File: src/rtl/rolling_message_scroller_pkg.sv
// Shared types and helpers for the rolling message scroller.
package rolling_pkg;

  localparam int unsigned NIBBLE_W = 4;
  localparam int unsigned WINDOW   = 8;
  // Wide enough for any legal buffer index and for a length up to 32.
  localparam int unsigned IDX_W    = 6;

  typedef enum logic [1:0] {
    IDLE = 2'd0,
    RUN  = 2'd1,
    HOLD = 2'd2
  } state_t;

  function automatic logic [IDX_W-1:0] mod_inc(input logic [IDX_W-1:0] x,
                                               input logic [IDX_W-1:0] lim);
    logic [IDX_W-1:0] nx;
    nx = x + IDX_W'(1);
    return (nx >= lim) ? '0 : nx;
  endfunction

  function automatic logic [IDX_W-1:0] mod_dec(input logic [IDX_W-1:0] x,
                                               input logic [IDX_W-1:0] lim);
    return (x == '0) ? lim - IDX_W'(1) : x - IDX_W'(1);
  endfunction

endpackage

File: src/rtl/rolling_message_scroller_tick_prescaler.sv
// Free-running step prescaler; tick marks the last cycle of each TICK_DIV period.
module tick_prescaler #(
  parameter int unsigned TICK_DIV = 25_000_000
) (
  input  logic clk,
  input  logic rst_n,
  input  logic en,
  input  logic clr,
  output logic tick
);

  localparam int unsigned      CNT_W   = (TICK_DIV > 1) ? $clog2(TICK_DIV) : 1;
  localparam logic [CNT_W-1:0] CNT_MAX = CNT_W'(TICK_DIV - 1);

  logic [CNT_W-1:0] cnt;

  // Counter freezes while en is low; clr takes priority.
  always_ff @(posedge clk or negedge rst_n) begin
    if (!rst_n) begin
      cnt <= '0;
    end else if (clr) begin
      cnt <= '0;
    end else if (en) begin
      cnt <= (cnt == CNT_MAX) ? '0 : cnt + CNT_W'(1);
    end
  end

  // Combinational so the head advances on the same edge the counter wraps.
  assign tick = en && !clr && (cnt == CNT_MAX);

endmodule

File: src/rtl/rolling_message_scroller.sv
// Scrolls an 8-digit window through a nibble message buffer for the display driver.
// Optional right-scroll support via `define ROLL_DIR_EN (adds the dir port).
module rolling_message_scroller
  import rolling_pkg::*;
#(
  parameter int unsigned MSG_DEPTH = 16,
  parameter int unsigned TICK_DIV  = 25_000_000,
  parameter int unsigned PTR_W     = $clog2(MSG_DEPTH)
) (
  input  logic                clk,
  input  logic                rst_n,
  input  logic                wr_en,
  input  logic [PTR_W-1:0]    wr_addr,
  input  logic [NIBBLE_W-1:0] wr_data,
  output logic                wr_ready,
  input  logic [PTR_W:0]      len,
  input  logic                start,
  input  logic                stop,
  input  logic                hold,
`ifdef ROLL_DIR_EN
  input  logic                dir,
`endif
  output logic [NIBBLE_W-1:0] d0,
  output logic [NIBBLE_W-1:0] d1,
  output logic [NIBBLE_W-1:0] d2,
  output logic [NIBBLE_W-1:0] d3,
  output logic [NIBBLE_W-1:0] d4,
  output logic [NIBBLE_W-1:0] d5,
  output logic [NIBBLE_W-1:0] d6,
  output logic [NIBBLE_W-1:0] d7,
  output logic                step,
  output logic                busy
);

  localparam logic [PTR_W:0] DEPTH_L = (PTR_W+1)'(MSG_DEPTH);

  state_t              state;
  state_t              state_nxt;
  logic [NIBBLE_W-1:0] mem      [MSG_DEPTH];
  logic [NIBBLE_W-1:0] win_q    [WINDOW];
  logic [NIBBLE_W-1:0] window_c [WINDOW];
  logic [PTR_W:0]      len_q;
  logic [PTR_W-1:0]    head;
  logic [IDX_W-1:0]    idx;
  logic                tick;
  logic                step_pend;
  logic                right_c;
  logic                start_acc_c;
  logic                clr_c;
  logic                run_en_c;
  logic                wr_acc_c;
  logic                busy_nxt_c;
  logic                wr_ready_nxt_c;

`ifdef ROLL_DIR_EN
  assign right_c = dir;
`else
  assign right_c = 1'b0;
`endif

  // State register
  always_ff @(posedge clk or negedge rst_n) begin
    if (!rst_n) state <= IDLE;
    else        state <= state_nxt;
  end

  // Next-state logic; stop overrides everything
  always_comb begin
    state_nxt = state;
    case (state)
      IDLE:    if (start && !stop && (len != '0)) state_nxt = RUN;
      RUN:     if (stop) state_nxt = IDLE;
               else if (hold) state_nxt = HOLD;
      HOLD:    if (stop) state_nxt = IDLE;
               else if (!hold) state_nxt = RUN;
      default: state_nxt = IDLE;
    endcase
  end

  // Control strobes and next values of the registered status outputs
  always_comb begin
    start_acc_c    = 1'b0;
    clr_c          = 1'b0;
    run_en_c       = 1'b0;
    wr_acc_c       = 1'b0;
    busy_nxt_c     = 1'b0;
    wr_ready_nxt_c = 1'b1;
    start_acc_c    = (state == IDLE) && (state_nxt == RUN);
    clr_c          = start_acc_c || stop;
    run_en_c       = (state == RUN) && !stop;
    wr_acc_c       = wr_en && (state == IDLE) && ({1'b0, wr_addr} < DEPTH_L);
    busy_nxt_c     = (state_nxt != IDLE);
    wr_ready_nxt_c = (state_nxt == IDLE);
  end

  always_ff @(posedge clk or negedge rst_n) begin
    if (!rst_n) begin
      busy     <= 1'b0;
      wr_ready <= 1'b1;
    end else begin
      busy     <= busy_nxt_c;
      wr_ready <= wr_ready_nxt_c;
    end
  end

  tick_prescaler #(
    .TICK_DIV (TICK_DIV)
  ) u_prescaler (
    .clk   (clk),
    .rst_n (rst_n),
    .en    (run_en_c),
    .clr   (clr_c),
    .tick  (tick)
  );

  // Message storage
  always_ff @(posedge clk or negedge rst_n) begin
    if (!rst_n) begin
      for (int unsigned i = 0; i < MSG_DEPTH; i++) mem[i] <= '0;
    end else if (wr_acc_c) begin
      mem[wr_addr] <= wr_data;
    end
  end

  // Length and scroll position
  always_ff @(posedge clk or negedge rst_n) begin
    if (!rst_n) begin
      len_q <= DEPTH_L;
      head  <= '0;
    end else if (start_acc_c) begin
      len_q <= (len > DEPTH_L) ? DEPTH_L : len;
      head  <= '0;
    end else if (stop) begin
      head  <= '0;
    end else if (tick) begin
      head  <= right_c ? PTR_W'(mod_dec(IDX_W'(head), IDX_W'(len_q)))
                       : PTR_W'(mod_inc(IDX_W'(head), IDX_W'(len_q)));
    end
  end

  // Walk the buffer from head with wrap at len_q; short messages repeat
  always_comb begin
    idx = IDX_W'(head);
    for (int unsigned k = 0; k < WINDOW; k++) begin
      window_c[k] = mem[PTR_W'(idx)];
      idx         = mod_inc(idx, IDX_W'(len_q));
    end
  end

  // step is delayed one extra cycle so it lines up with the refreshed window
  always_ff @(posedge clk or negedge rst_n) begin
    if (!rst_n) begin
      for (int unsigned k = 0; k < WINDOW; k++) win_q[k] <= '0;
      step_pend <= 1'b0;
      step      <= 1'b0;
    end else begin
      for (int unsigned k = 0; k < WINDOW; k++) win_q[k] <= window_c[k];
      step_pend <= tick;
      step      <= step_pend;
    end
  end

  assign d0 = win_q[0];
  assign d1 = win_q[1];
  assign d2 = win_q[2];
  assign d3 = win_q[3];
  assign d4 = win_q[4];
  assign d5 = win_q[5];
  assign d6 = win_q[6];
  assign d7 = win_q[7];

endmodule

File: config.mk
export PLATFORM = sky130hd
export DESIGN_NAME = rolling_message_scroller
export DESIGN_NICKNAME = d
export VERILOG_FILES = /design/src/rtl/rolling_message_scroller_pkg.sv /design/src/rtl/rolling_message_scroller_tick_prescaler.sv /design/src/rtl/rolling_message_scroller.sv
export SDC_FILE = /design/constraint.sdc
export NUM_CORES = 1
export LEC_CHECK = 0
export ABC_CLOCK_PERIOD_IN_PS = 21000
export BUFFER_PORTS_ARGS = -buffer_cell sky130_fd_sc_hd__buf_2
export CAP_MARGIN = 20
export CORE_AREA = 2 2 206 208
export DETAILED_ROUTE_END_ITERATION = 10
export DIE_AREA = 0 0 208 210
export HOLD_SLACK_MARGIN = 0.15
export SETUP_SLACK_MARGIN = 0.1
export SLEW_MARGIN = 0
export SYNTH_ARGS = -nofsm -noshare
export SYNTH_HDL_FRONTEND = slang
export SYNTH_SLANG_ARGS = --single-unit
File: constraint.sdc
create_clock -name clk -period 21 [get_ports clk]
set_input_delay 4.2 -clock clk [delete_from_list [all_inputs] [get_ports clk]]
set_output_delay 4.2 -clock clk [all_outputs]
set_load 0.005 [all_outputs]
==> summary.md <==
| Metric | Value |
|---|---|
| Die X-Extent | `208 µm` |
| Register-to-register setup slack | `1.57 ns` |
| Asr flop ratio synth | `1.00` |
| Crit path capture type | `flop` |
| CP most frequent cell | `ha_1` |
| Initial antenna violation count | `1` |
| Share of layout cells above drive strength 1 | `0.180` |
| Slew margin rel. | `0.393` |
| Pin count of the biggest net entering global routing | `73` |
| Sequential area share after synthesis | `0.278` |
| Routed wire length | `47.7 mm` |
| Proportion of synthesized area in mux cells | `0.200` |
| Count of cell types in the netlist | `91` |
| CTS Buf Count | `17` |
| Max Used Layer | `met4` |
| Final TNS setup | `0 ns` |
| Die Y | `210 µm` |
| Post-CTS Repair Setup Buffers | `0` |
| Mean post-synth cell area | `8.36 µm²` |
| Hold/Removal Path Class | `reg -> reg` |
| Max capacitance violation total | `0` |
| Mapped cell area | `12,300 µm²` |
| Number of synthesized flops with an enable pin | `0` |
| Synthesized-area fraction occupied by and/or/nand/nor cells | `0.223` |
| Largest family of logic cells by synthesized area | `simple AND/OR/NAND/NOR gates` |
| Core area | `41,500 µm²` |
| Yosys reg bits | `136` |
| CTS Root Buffer Type | `clkbuf_16` |
| CTS tree | `yes` |
| Slowest cell on the critical path | `ha_2` |
| Crit Path Class | `reg -> reg` |
| Compound-Gate Fraction of Synth Area | `0.174` |
| First-pass DRT Iterations | `5` |
| Area of the multi-input gates | `8120 µm²` |
| CP max FO | `39` |
| IO Pins | `54` |
| Synth Area in Adders | `0.0439` |
| Most common cell after layout, fill and taps aside | `nand2_1` |
| Vias in the first global route | `11,200` |
| Ys flop type | `dfrtp_1` |
| Outcome | `finished, final reports clean` |
| Worst Max-Slew Pin Slew | `0.911 ns` |
| 1st-iter DRT viols | `1,535` |
| Final Hold Vio Count | `0` |
| First-pass GRT wire length | `71.5 mm` |
| Max Freq | `51.5 MHz` |
| DR WL met3 | `4.98 mm` |
| Port-buffer cells | `53` |
| Die area | `43,700 µm²` |
| Synth warn | `0` |
| Most frequent cells in the layout | `nand2_1, dfrtp_1, mux2i_1` |
| # setup viols final | `0` |
| FP Rows | `75` |
| DR WL/cell | `24.1 µm` |
| Sink Count | `136` |
| Skew final | `0.0143 ns` |
| Vias | `11,900` |
| Met1 WL | `19.1 mm` |
| Clock Pin Slew Worst Setup and Hold Paths | `0.08 ns` |
| Area grow syn2layout | `9.67%` |
| Register Area | `3410 µm²` |
| Fin. max-slew vios | `0` |
| Mapped Nets | `1,527` |
| Clock latency at the later pin of the worst-skew pair | `0.45 ns` |
| Critical Path Start Type | `flop` |
| Routability cong. | `0.937` |
| Final antenna-violating net count | `0` |
| HPWL Detailed | `31.0 mm` |
| H-tree depth | `4` |
| Nets | `1,491` |
| Initial Util | `0.295` |
| Critical path required time | `21.32 ns` |
| Minimum clock period after layout | `19.43 ns` |
| Longest Clk Path Bufs | `2` |
| Vias/cell | `5.98` |
| Critical path's largest stage delay | `0.73 ns` |
| Fill cell count | `4,340` |
| DR DRC count | `0` |
| Global Route Usage Sum | `0.217` |
| RSZ-0062 raised after global routing | `no` |
| Post-Synthesis Cells | `1,465` |
| Met2 WL | `20.4 mm` |
| WP data arrival | `19.75 ns` |
| Grt total ovfl | `0` |
| Period utilization | `0.925` |
| Xor/xnor share of the synthesized area | `0.0212` |
| Hold WS | `0.347 ns` |
-- critical path, delay by kind of cell (launching register included) --
kind / cells / cell delay [ns]
buffers and inverters: 21 / 4.39
AOI/OAI and AO/OA: 21 / 3.57
muxes: 3 / 1.23
and+or+nand+nor: 18 / 3.88
xor gates and xnor gates: 3 / 0.81
adders and majority gates: 14 / 5.00
DFF: 1 / 0.32
-- sequential cells by signal, summed over array words and instances, names as in the netlist --
name and cells:
d4 4, d6 4, d5 4, d0 4
mem 64, d1 4, step 1, d7 4
head 4, step_pend 1, busy 1, u_prescaler.cnt 25
d2 4, state 2, wr_ready 1, len_q 5
d3 4
-- stage by stage --
step,setup slack [ns],instance area (µm²),utilization,cells
final,1.57,13400,0.324,1983
after global routing,0.110,13400,0.324,1981
after CTS,1.03,13400,0.324,1981
after detailed placement,1.14,12800,0.309,1949
after global placement,1.65,12800,0.309,1949
after floorplan,2.46,12300,-,1465
-- repair_timing --
action | in CTS | in global routing
hold buffers | 0 | 0
gates resized for setup | 0 | 4
endpoints found under the setup margin | 0 | 4
-- per-layer routing --
metal,vias to the layer above,GRT usage
li1,5259,-
met1,5694,0.283
met2,726,0.321
met3,189,0.0542
met4,0,0.139
met5,-,0
-- cell families after synthesis --
family                     Yosys count
and+or+nand+nor                    582
buffers and inverters              173
AOI/OAI and AO/OA                  311
muxes                              195
adders and majority gates           43
DFF                                136
xor gates and xnor gates            25
-- final cells by class --
class | instances | share of cell area
clock buffer | 17 | 0.0317
antenna | 2 | 0.000372
timing repair buffer | 79 | 0.0347
tap | 539 | 0.0502
multi-input combinational | 1156 | 0.604
sequential | 136 | 0.253
clock inverter | 15 | 0.0141
inverter | 39 | 0.0115
-- final timing paths --
path                                          start                              end  depth (start not counted)
worst max-delay path            head[0]$_DFFE_PN0P_                  d7[0]$_DFF_PN0_                         80
worst min-delay path            step_pend$_DFF_PN0_                   step$_DFF_PN0_                          0
worst max register to register  head[0]$_DFFE_PN0P_                  d7[0]$_DFF_PN0_                         80
worst min register to register  step_pend$_DFF_PN0_                   step$_DFF_PN0_                          0
max in group asynchronous                     rst_n                  d0[0]$_DFF_PN0_                          2
min in group asynchronous                     rst_n  u_prescaler.cnt[10]$_DFFE_PN0P_                          1
-- synth_stat cells (14+ instances only) --
cell type,n,area (µm²)
a311oi_1,14,123
clkbuf_1,87,327
and3_1,25,156
mux4_2,31,698
nor2_1,69,259
a21oi_1,65,325
nand2_1,280,1050
dfrtp_1,134,3350
nand3_1,80,400
inv_1,32,120
a211oi_1,24,180
mux2i_1,86,861
ha_1,43,538
buf_1,20,75.1
nand2b_1,26,163
o21ai_0,59,295
mux2_2,72,811
a31oi_1,25,156
nor3_1,21,105
o211ai_1,19,143
Power is not shown: default switching activity piles up to over one toggle a cycle in this logic, so the estimate is an artifact.
